## src/rtl/chunk_serial_addsub.sv

```systemverilog
// chunk_serial_addsub: multi-cycle add/sub that handles CHUNK bits per clock, LSB chunk first.
// Optional ADDSUB_SAT_EN clamps the result to the signed limit on overflow.  Rev 1.0
`default_nettype none

module chunk_serial_addsub #(
  parameter int WIDTH = 8,
  parameter int CHUNK = 2
) (
  input  logic             iClk,
  input  logic             iRst,
  input  logic             iStart,
  input  logic             iSub,
  input  logic [WIDTH-1:0] iData_a,
  input  logic [WIDTH-1:0] iData_b,
  input  logic             iC,
  output logic             oBusy,
  output logic             oDone,
  output logic [WIDTH-1:0] oData,
  output logic             oData_C,
  output logic             oOvf
);

  localparam int c_N     = WIDTH / CHUNK;
  localparam int c_CNT_W = (c_N > 1) ? $clog2(c_N) : 1;
  localparam logic [c_CNT_W-1:0] c_LAST = c_CNT_W'(c_N - 1);
  localparam logic [WIDTH-1:0]   c_SMIN = WIDTH'(1) << (WIDTH - 1);
  localparam logic [WIDTH-1:0]   c_SMAX = ~c_SMIN;

  if (WIDTH < 1 || CHUNK < 1 || (WIDTH % CHUNK) != 0) begin : g_bad_cfg
    $error("chunk_serial_addsub: WIDTH must be a positive multiple of CHUNK");
  end

  typedef enum logic [1:0] {
    S_IDLE = 2'd0,
    S_RUN  = 2'd1,
    S_DONE = 2'd2
  } state_t;

  state_t             r_state;
  logic [c_CNT_W-1:0] r_cnt;
  logic [WIDTH-1:0]   r_a;
  logic [WIDTH-1:0]   r_b;
  logic [WIDTH-1:0]   r_acc;
  logic               r_carry;
  logic               r_a_msb;
  logic               r_b_msb;
  logic               r_busy;
  logic               r_done;
  logic [WIDTH-1:0]   r_data;
  logic               r_data_c;
  logic               r_ovf;

  logic [CHUNK:0]     w_sum;
  logic [WIDTH-1:0]   w_acc_next;
  logic [WIDTH-1:0]   w_a_shift;
  logic [WIDTH-1:0]   w_b_shift;
  logic               w_ovf;
  logic [WIDTH-1:0]   w_result;

  // Operands shift right each RUN cycle so the active chunk always sits at bit 0;
  // the accumulator fills from the top, landing the LSB chunk at bit 0 after N cycles.
  assign w_sum = {1'b0, r_a[CHUNK-1:0]} + {1'b0, r_b[CHUNK-1:0]} + {{CHUNK{1'b0}}, r_carry};

  if (c_N == 1) begin : g_single
    assign w_acc_next = w_sum[CHUNK-1:0];
    assign w_a_shift  = '0;
    assign w_b_shift  = '0;
  end else begin : g_multi
    assign w_acc_next = {w_sum[CHUNK-1:0], r_acc[WIDTH-1:CHUNK]};
    assign w_a_shift  = {{CHUNK{1'b0}}, r_a[WIDTH-1:CHUNK]};
    assign w_b_shift  = {{CHUNK{1'b0}}, r_b[WIDTH-1:CHUNK]};
  end

  assign w_ovf = (r_a_msb == r_b_msb) && (w_acc_next[WIDTH-1] != r_a_msb);

`ifdef ADDSUB_SAT_EN
  assign w_result = w_ovf ? (r_a_msb ? c_SMIN : c_SMAX) : w_acc_next;
`else
  assign w_result = w_acc_next;
`endif

  always_ff @(posedge iClk) begin
    if (iRst) begin
      r_state  <= S_IDLE;
      r_cnt    <= '0;
      r_a      <= '0;
      r_b      <= '0;
      r_acc    <= '0;
      r_carry  <= 1'b0;
      r_a_msb  <= 1'b0;
      r_b_msb  <= 1'b0;
      r_busy   <= 1'b0;
      r_done   <= 1'b0;
      r_data   <= '0;
      r_data_c <= 1'b0;
      r_ovf    <= 1'b0;
    end else begin
      r_done <= 1'b0;
      case (r_state)
        S_IDLE, S_DONE: begin
          if (iStart) begin
            // Subtraction is a + ~b + ~borrow, so only the operand and carry are inverted.
            r_a     <= iData_a;
            r_b     <= iSub ? ~iData_b : iData_b;
            r_carry <= iSub ? ~iC : iC;
            r_a_msb <= iData_a[WIDTH-1];
            r_b_msb <= iSub ? ~iData_b[WIDTH-1] : iData_b[WIDTH-1];
            r_acc   <= '0;
            r_cnt   <= '0;
            r_busy  <= 1'b1;
            r_state <= S_RUN;
          end else begin
            r_state <= S_IDLE;
          end
        end
        S_RUN: begin
          r_acc   <= w_acc_next;
          r_a     <= w_a_shift;
          r_b     <= w_b_shift;
          r_carry <= w_sum[CHUNK];
          if (r_cnt == c_LAST) begin
            r_cnt    <= '0;
            r_data   <= w_result;
            r_data_c <= w_sum[CHUNK];
            r_ovf    <= w_ovf;
            r_done   <= 1'b1;
            r_busy   <= 1'b0;
            r_state  <= S_DONE;
          end else begin
            r_cnt <= r_cnt + 1'b1;
          end
        end
        default: begin
          r_busy  <= 1'b0;
          r_state <= S_IDLE;
        end
      endcase
    end
  end

  assign oBusy   = r_busy;
  assign oDone   = r_done;
  assign oData   = r_data;
  assign oData_C = r_data_c;
  assign oOvf    = r_ovf;

endmodule

`default_nettype wire

```

## config.mk

```make
export PLATFORM = sky130hd
export DESIGN_NAME = chunk_serial_addsub
export DESIGN_NICKNAME = d
export VERILOG_FILES = /design/src/rtl/chunk_serial_addsub.sv
export SDC_FILE = /design/constraint.sdc
export NUM_CORES = 1
export LEC_CHECK = 0
export CORE_ASPECT_RATIO = 1.1
export CORE_MARGIN = 2
export CORE_UTILIZATION = 35
export CTS_BUF_LIST = sky130_fd_sc_hd__clkbuf_8
export DETAILED_ROUTE_END_ITERATION = 10
export SLEW_MARGIN = 15
export SYNTH_ARGS = -nofsm -noshare
export SYNTH_HDL_FRONTEND = slang
export SYNTH_SLANG_ARGS = --single-unit
```

## constraint.sdc

```tcl
create_clock -name iClk -period 3.2 [get_ports iClk]
set_input_delay 0.8 -clock iClk [delete_from_list [all_inputs] [get_ports iClk]]
set_output_delay 0.8 -clock iClk [all_outputs]
set_load 0.02 [all_outputs]
```

==> summary.md, run 1 <==
| Metric | Value |
|---|---|
| CP endpoint | `oBusy` |
| Antenna-violating nets left | `0` |
| CP Data Arrival Time | `1260 ps` |
| Hold Violations, Final | `0` |
| Ys Warns | `0` |
| Clk sink count | `41` |
| Crit path buffers/inverters | `1` |
| Setup CP Type | `register to primary output` |
| Net Count, Synth | `221` |
| Mean area per synthesized cell | `8.67 µm²` |
| Clock-pin slew on the worst setup and hold paths | `80 ps` |
| CP cell instances | `clkdlybuf4s50_1` |
| Clock skew | `3.65 ps` |
| CTS tree | `built` |
| Boundary Pins | `33` |
| FF-to-FF Start | `r_a[0]` |
| Initial core utilization | `36.5%` |
| Via density per instance | `5.01` |
| Initial antenna violation count | `0` |
| Total number of vias | `1403` |
| Slew Limit Fails | `0` |
| Reg area | `821 µm²` |
| Num rows | `26` |
| Critical path startpoint | `oBusy` |
| I/O Buffers | `32` |
| WL final | `3550 µm` |
| First-pass GRT wire length | `6220 µm` |
| RR Endpoint | `oOvf` |
| Area Growth Syn to Fin | `25.4%` |
| Clk buf depth | `2` |
| Slew @ Worst Pin | `1050 ps` |
| Max Cap Viol | `0` |
| R2r setup slk | `1360 ps` |
| Top Family by Delay on Critical Path | `buffers and inverters` |
| CP max FO | `3` |
| Initial DRC Count | `114` |
| Outcome | `completed` |
| Overall power | `1110 µW` |
| CTS Root Cell | `clkbuf_8` |
| Most frequent cells in the layout | `41 x dfxtp_1, 34 x a21oi_1, 32 x clkdlybuf4s50_1` |
| Placed cell area | `2030 µm²` |
| PwrDens | `517 nW/µm²` |
| Die height | `77.3 µm` |
| Cell area after layout | `2140 µm²` |
| Worst stage delay on the critical path | `610 ps` |
| R2r worst-path depth | `6` |
| Die area | `5460 µm²` |
| Leakage | `0.000748 µW` |
| CTS H-Tree Depth | `2` |
| Commonest non-fill, non-tap cell in the layout | `dfxtp_1` |
| Total gr overflow | `0` |
| TNS Setup | `0 ps` |
| Layout Nets | `247` |
| Wire per inst | `12.7 µm` |
| Distinct cells, synth | `25` |
| Post-synthesis register bit count | `41` |
| Final RePlAce weighted congestion | `0.730` |
| Final setup vio count | `0` |
| Pre-CTS setup slack | `1060 ps` |
| Num CTS Buffers | `5` |
| N_diodes | `0` |
| VDD IR max | `0.000232 V` |
| Fraction of layout cells with a size suffix above 1 | `5.36%` |
| CP max stage cell | `clkdlybuf4s50_1` |
| Fillers | `491` |
| Final period util | `64.4%` |
| Post-CTS setup repair buffer count | `0` |
| Max Fclk | `486 MHz` |
| RSZ-0062 raised after global routing | `no` |
| Core area | `4680 µm²` |
| Area occupied by multi-input gates | `767 µm²` |
| Slew margin rel. | `29.9%` |
| Hold_buf cts | `0` |
| Crit start category | `register` |
| Clk_lat worst skew | `290 ps` |
| Setup ws final | `1140 ps` |
| Largest net degree at the start of global routing | `42` |
| Hpwl dp | `2190 µm` |
| DRT Pass-1 Iters | `4` |
| Worst path depth | `1` |
| Register area share after synthesis | `48.1%` |
| Mapped Area | `1710 µm²` |
| Drc violations | `0` |
| Worst setup EP type | `primary output` |
| CP required | `2400 ps` |
| Post-synthesis cell count | `197` |
| HP Class | `register to register` |
| Post-CTS resize count | `0` |
| Gr usage total | `14.2%` |
| Vias in the first global route | `1356` |
| Die span in x | `70.6 µm` |
| Fin crit period | `2060 ps` |
==> worst reg2reg max path, delay by kind of cell, from the launching register on <==
| kind | cells | cell delay, ps |
|---|---|---|
| AOI/OAI and AO/OA | 1 | 240 |
| adders and majority gates | 2 | 870 |
| buffers and inverters | 2 | 130 |
| DFF | 1 | 330 |
| and+or+nand+nor | 1 | 190 |
==> cells in the mapped netlist (all sizes together) <==
cell type | instances | area (µm²)
nand2b | 3 | 18.8
o32a | 1 | 10.0
and3b | 1 | 8.76
inv | 5 | 18.8
buf | 12 | 82.6
or3b | 1 | 8.76
a21oi | 34 | 170
nand3 | 24 | 120
xor2 | 9 | 78.8
fa | 2 | 40.0
ha | 1 | 12.5
nand2 | 28 | 105
a22oi | 13 | 97.6
o21a | 1 | 7.51
clkbuf | 5 | 18.8
nand3b | 2 | 15.0
a311oi | 1 | 8.76
nor4b | 1 | 8.76
a31oi | 1 | 6.26
a211oi | 1 | 7.51
dfxtp | 41 | 821
nor2 | 8 | 30.0
nor2b | 2 | 12.5
==> sequential cells by signal, summed over array words and instances (netlist names) <==
signal   cells
r_b_msb      1
r_cnt        2
oDone        1
oBusy        1
r_a_msb      1
oData_C      1
r_a          8
r_acc        6
oData        8
r_state      2
r_b          8
r_carry      1
oOvf         1
==> metal layers <==
metal,vias to the layer above,global-route usage (%),wire [µm]
met4,0,5.09,56
met2,31,23.3,1570
met3,4,4.07,140
li1,726,-,-
met1,642,17.6,1780
met5,-,0,0
==> cells by family (layout without fill, tap and decap cells) <==
logic type	count (synthesis)	in the layout	synth area share, %
simple gates	70	70	19.2
compound gates	52	52	18.0
flops	41	41	48.1
buf+inv	22	49	7.03
xor+xnor	9	9	4.62
fa+ha+maj	3	3	3.08
==> area by class of cell <==
type	instances	area share, %
Clock inverter	3	2.16
Clock buffer	5	3.21
Timing Repair Buffer	36	16.4
Inverter	5	0.876
Tap cell	56	3.27
Multi-Input combinational cell	134	35.8
Sequential cell	41	38.3
==> how the worst min path moves through the flow <==
stage,slack [ps],depth (start not counted),start,to
final,450,2,r_acc[2],oData[0]
after global routing,470,2,r_acc[2],oData[0]
after CTS,460,2,oData[3],oData[3]
after detailed placement,450,2,oData[3],oData[3]
after global placement,440,2,oData[5],oData[5]
after floorplan,430,2,r_acc[2],oData[0]
==> power by group <==
group	internal [µW]	switching [µW]	total [µW]
clock network	233	189	423
logic	63.4	72.9	136
registers	533	14.4	548
==> metrics by stage <==
stage | util (%) | std cells | hold slack, ps
after global placement | 43.3 | 272 | 442
after global routing | 45.7 | 280 | 473
after floorplan | - | 197 | 432
after detailed placement | 43.3 | 272 | 446
after CTS | 45.7 | 280 | 458
final | 45.7 | 280 | 453
Power figures use the tool's default switching activity.
==> run 2: changes to the inputs <==
clock period = 1.76 ns   (was 3.2 ns; I/O delays follow)
==> run 2 against run 1 <==
Effect of this change:
- the run now ends with setup timing left
- critical path type is now register to register
- critical path depth up 5
- cell area grew 1.8%
- non-clock buffer count up 4
- largest power group unchanged
- wire length decreased by 1.9%
- combinational power grew 110%
- total power rose by 66%
- hold slack better by 1.2 ps
==> summary.md, run 2 (synthesized netlist as in run 1, its figures left out) <==
| Metric | Value |
|---|---|
| Outcome | `finished with violations` |
| Failing checks | `setup timing` |
| Hold_buf cts | `0` |
| Cell with the most instances on the worst path | `inv_2` |
| Crit path buffers/inverters | `2` |
| Clk buf depth | `2` |
| Worst setup EP type | `register` |
| Leakage | `0.000768 µW` |
| Top Family by Delay on Critical Path | `adder cells` |
| Hpwl dp | `2160 µm` |
| R2r worst-path depth | `6` |
| Initial DRC Count | `134` |
| Clk sink count | `41` |
| Num CTS Buffers | `5` |
| Final period util | `102%` |
| CP max FO | `3` |
| Clock-pin slew on the worst setup and hold paths | `70 ps` |
| Wire per inst | `12.3 µm` |
| Worst stage delay on the critical path | `520 ps` |
| Area Growth Syn to Fin | `27.6%` |
| Num rows | `26` |
| Vias in the first global route | `1343` |
| R2r setup slk | `-40 ps` |
| Worst Hold End | `oData_C` |
| Clk_lat worst skew | `280 ps` |
| Setup CP Type | `register to register` |
| Via density per instance | `5.11` |
| Total number of vias | `1441` |
| Gr usage total | `13.9%` |
| Crit start category | `register` |
| CP required | `1960 ps` |
| Overall power | `1840 µW` |
| Setup ws final | `-39.0 ps` |
| PwrDens | `842 nW/µm²` |
| CTS Root Cell | `clkbuf_8` |
| Die span in x | `70.6 µm` |
| Slew Limit Fails | `0` |
| Boundary Pins | `33` |
| Largest net degree at the start of global routing | `42` |
| RSZ-0062 raised after global routing | `yes` |
| N_diodes | `0` |
| Final setup vio count | `1` |
| Fin crit period | `1800 ps` |
| WL final | `3480 µm` |
| Slew @ Worst Pin | `400 ps` |
| Commonest non-fill, non-tap cell in the layout | `dfxtp_1` |
| FF-to-FF Start | `r_a[0]` |
| Drc violations | `0` |
| Initial core utilization | `36.5%` |
| Layout Nets | `251` |
| I/O Buffers | `32` |
| Hold Crit Depth | `2` |
| CTS H-Tree Depth | `2` |
| VDD IR max | `0.000417 V` |
| Core area | `4680 µm²` |
| Pre-CTS setup slack | `-7.74 ps` |
| Fraction of layout cells with a size suffix above 1 | `9.73%` |
| RR Endpoint | `oOvf` |
| Most frequent cells in the layout | `39 x dfxtp_1, 34 x a21oi_1, 32 x clkdlybuf4s50_1` |
| CP max stage cell | `fa_1` |
| Hold Violations, Final | `0` |
| Max Fclk | `556 MHz` |
| Final RePlAce weighted congestion | `0.763` |
| First-pass GRT wire length | `6090 µm` |
| Slew margin rel. | `73.2%` |
| Clock skew | `7.39 ps` |
| CP Data Arrival Time | `2000 ps` |
| Initial antenna violation count | `0` |
| Max Cap Viol | `0` |
| Antenna-violating nets left | `0` |
| CTS tree | `built` |
| Total gr overflow | `0` |
| Hold path startpoint | `oData_C` |
| Die height | `77.3 µm` |
| DRT Pass-1 Iters | `4` |
| Die area | `5460 µm²` |
| CP cell instances | `inv_2 > fa_2 > inv_2 > fa_1 > or3b_1 > a311oi_1` |
| HP Class | `register to register` |
[run 2: cell count changes in the layout (fill, tap and decap cells not counted), sizes merged]
cell      before  now
buf            4    8
bufinv         1    0
clkinvlp       1    0
[run 2: cell type report]
type,instances,area (µm²)
fillers,493,2500
flip-flops and latches,41,823
multi-input cells,134,772
repair buffers,40,422
well taps,56,70.1
clock buffers,5,68.8
inverters,5,18.8
clock inverters,1,5.00
[run 2: metrics by stage]
step                      setup TNS, ps  hold slack [ps]  instance area (µm²)  utilization (%)  instances
final                             -39.0              454                 2180             46.5        282
after global routing               -143              477                 2180             46.5        282
after CTS                         -5.87              456                 2160             46.2        281
after detailed placement          -7.74              446                 2090             44.6        275
after global placement                0              442                 2090             44.6        275
after floorplan                       0              432                 1710                -        197
[run 2: timing repair]
| action | 4_1_cts | 5_1_grt |
|---|---|---|
| setup buffers | 0 | 1 |
| pin swaps | 0 | 3 |
| gates resized for setup | 2 | 7 |
| setup endpoints to repair | 1 | 1 |
[run 2: worst max-delay path by stage]
| stage | start | end | depth (start not counted) |
|---|---|---|---|
| finish | r_a[0] | oOvf | 6 |
| global placement | r_a[0] | oOvf | 6 |
| floorplan | r_a[0] | oOvf | 6 |
| global route | r_a[0] | oOvf | 6 |
| CTS | r_b[0] | oOvf | 6 |
| detailed placement | r_a[0] | oOvf | 6 |
[run 2: worst min-delay path: stages, from the launching register on]
cell,delay (ps)
dfxtp_1,310
nand2_1,50
a21oi_1,50
[run 2: where the power goes]
part	leakage [µW]	switching, µW	internal (µW)	total (µW)
sequential	0.000335	26.7	970	997
clock	0.0000399	294	261	555
combinational	0.000393	138	145	284
total	0.000768	459	1380	1840
[run 2: routing by layer]
layer | routed length (µm) | share of wire, % | track usage, % | vias to the layer above
li1 | - | - | - | 730
met1 | 1680 | 48 | 17.2 | 674
met2 | 1590 | 46 | 22.5 | 35
met3 | 166 | 4.8 | 4.20 | 2
met4 | 41 | 1.2 | 5.66 | 0
met5 | 0 | 0 | 0 | -
==> run 3: changes to the inputs <==
ABC_AREA = 1   (was not set)
==> run 3 against run 2 <==
Effect of this change:
- the flow now finishes without violations
- final cell count grew 28%
- sequential cell count stayed put
- clock skew shrank 2.1 ps
- highest routed layer unchanged
- sequential power barely moved
- critical endpoint is now oOvf
- critical path depth decreased by 5
- largest power group unchanged
==> summary.md, run 3 <==
| Metric | Value |
|---|---|
| Worst setup EP type | `primary output` |
| Max Fclk | `587 MHz` |
| WL final | `3680 µm` |
| Fin cells | `360` |
| CTS Root Cell | `clkbuf_8` |
| Via density per instance | `4.44` |
| Top-count cell post-synth | `nand2_1` |
| Hold_buf cts | `0` |
| Top cells by area, synth | `dfxtp_1 45%, nand2_1 20%, nand3_1 7.4%` |
| Share of the synthesized area in the top cell type | `45.0%` |
| Max Cap Viol | `0` |
| Clk buf depth | `2` |
| Layout Nets | `325` |
| Register area share after synthesis | `45.0%` |
| Leakage | `0.00110 µW` |
| N_diodes | `0` |
| Commonest non-fill, non-tap cell in the layout | `nand2_1` |
| CP Data Arrival Time | `1260 ps` |
| Antenna-violating nets left | `0` |
| Post-synthesis register bit count | `41` |
| DRT Pass-1 Iters | `4` |
| Initial DRC Count | `91` |
| Post-synthesis cell count | `263` |
| Clock-pin slew on the worst setup and hold paths | `80 ps` |
| Synth area leader | `dfxtp_1` |
| Crit path buffers/inverters | `1` |
| Fin crit period | `1700 ps` |
| Hpwl dp | `2630 µm` |
| PwrDens | `837 nW/µm²` |
| Core area | `5000 µm²` |
| CP required | `1320 ps` |
| Ys Warns | `0` |
| R2r setup slk | `90 ps` |
| Initial antenna violation count | `0` |
| Final RePlAce weighted congestion | `0.736` |
| Slew @ Worst Pin | `314 ps` |
| Boundary Pins | `33` |
| Most used DFF post-synth | `dfxtp_1` |
| Drc violations | `0` |
| Gr usage total | `14.1%` |
| Hold Violations, Final | `0` |
| FF-to-FF Start | `r_carry` |
| Die area | `5800 µm²` |
| Synth cell count leaders | `97 x nand2_1, 41 x dfxtp_1, 35 x inv_1` |
| Worst path depth | `1` |
| CTS H-Tree Depth | `2` |
| Hold Crit Depth | `2` |
| Hold path startpoint | `r_a[7]` |
| RR Endpoint | `oOvf` |
| Die height | `79.7 µm` |
| Slew Limit Fails | `0` |
| Total gr overflow | `0` |
| Net Count, Synth | `287` |
| Clock skew | `5.29 ps` |
| Fillers | `537` |
| VDD IR max | `0.000435 V` |
| Number of flops mapped to enable cells by yosys | `0` |
| Final period util | `96.9%` |
| Setup CP Type | `register to primary output` |
| Total number of vias | `1600` |
| Top Family by Delay on Critical Path | `buffers and inverters` |
| Wire per inst | `10.2 µm` |
| TNS Setup | `0 ps` |
| Final setup vio count | `0` |
| Critical path startpoint | `oOvf` |
| Num rows | `27` |
| Crit start category | `register` |
| Worst stage delay on the critical path | `610 ps` |
| Slew margin rel. | `79.1%` |
| FFs w/ async S/R, synth | `0%` |
| R2r worst-path depth | `10` |
| Mapped Area | `1820 µm²` |
| I/O Buffers | `32` |
| CP cell instances | `clkdlybuf4s50_1` |
| Initial core utilization | `36.5%` |
| HP Class | `register to register` |
| Largest net degree at the start of global routing | `21` |
| Die span in x | `72.8 µm` |
| RSZ-0062 raised after global routing | `no` |
| CP max FO | `2` |
| Distinct cells, synth | `23` |
| Num CTS Buffers | `5` |
| Cell count after placement | `351` |
| Outcome | `completed` |
| Clk_lat worst skew | `290 ps` |
| First-pass GRT wire length | `6310 µm` |
| Area Growth Syn to Fin | `27.9%` |
| CP max stage cell | `clkdlybuf4s50_1` |
| Worst Hold End | `r_a[7]` |
| Mean area per synthesized cell | `6.93 µm²` |
| CTS tree | `built` |
| Fraction of layout cells with a size suffix above 1 | `10.9%` |
| Clk sink count | `41` |
| Most frequent cells in the layout | `97 x nand2_1, 38 x dfxtp_1, 32 x inv_1, 32 x clkdlybuf4s50_1, 27 x nand3_1` |
| Vias in the first global route | `1407` |
-- run 3: cell count changes after synthesis, sizes merged, moves of 6 or more --
| cell | change |
|---|---|
| a21oi | -14 |
| a22oi | -13 |
| inv | +32 |
| nand2 | +71 |
| nor2 | +7 |
| o21ai | +6 |
| xor2 | -8 |
-- run 3: final cells by class --
cell class                 instances  area [µm²]  share of cell area [%]
inverter                          38         144                    6.17
multi-input combinational        173         793                    34.0
tap                               58        72.6                    3.11
sequential                        41         825                    35.4
clock buffer                       7        96.3                    4.13
clock inverter                     1        5.00                   0.215
timing repair buffer              42         395                    17.0
-- run 3: repair_timing --
| action | 4_1_cts | 5_1_grt |
|---|---|---|
| setup buffers | 0 | 1 |
| pin swaps | 0 | 3 |
| cloned | 0 | 0 |
| setup endpoints to repair | 1 | 1 |
| gates resized for setup | 1 | 6 |
-- run 3: stage by stage --
step | cell area, µm² | utilization, % | total power [µW] | hold slack, ps | setup slack [ps]
after floorplan | 1820 | - | 1190 | 439 | 92.1
after global placement | 2220 | 44.3 | 1290 | 452 | 39.5
after detailed placement | 2220 | 44.3 | 1290 | 456 | 1.41
after CTS | 2320 | 46.3 | 1970 | 466 | 6.02
after global routing | 2330 | 46.6 | 2060 | 486 | 0.614
final | 2330 | 46.6 | 1950 | 464 | 55.1
-- run 3: worst max-delay path by stage --
stage                     endpoint  slack (ps)
final                         oOvf          60
after global routing          oOvf         0.6
after CTS                     oOvf           6
after detailed placement      oOvf           1
after global placement        oOvf          40
after floorplan               oOvf          90
-- run 3: cell families after synthesis --
family	share of synthesized area (%)
AOI/OAI and AO/OA	7.55
xor gates and xnor gates	0.481
adders and majority gates	2.88
buffers and inverters	11.6
DFF	45.0
and+or+nand+nor	32.5
-- run 3: metal layers --
layer / vias up / routed length, µm / track usage (%)
met3: 7 / 132 / 3.41
met5: - / 0 / 0
met2: 33 / 1640 / 23.0
li1: 876 / - / -
met4: 0 / 57 / 5.56
met1: 684 / 1850 / 17.7
-- run 3: where the power goes --
part / switching [µW] / internal (µW)
registers: 24.7 / 970
logic: 153 / 124
clock network: 325 / 355
total: 503 / 1450
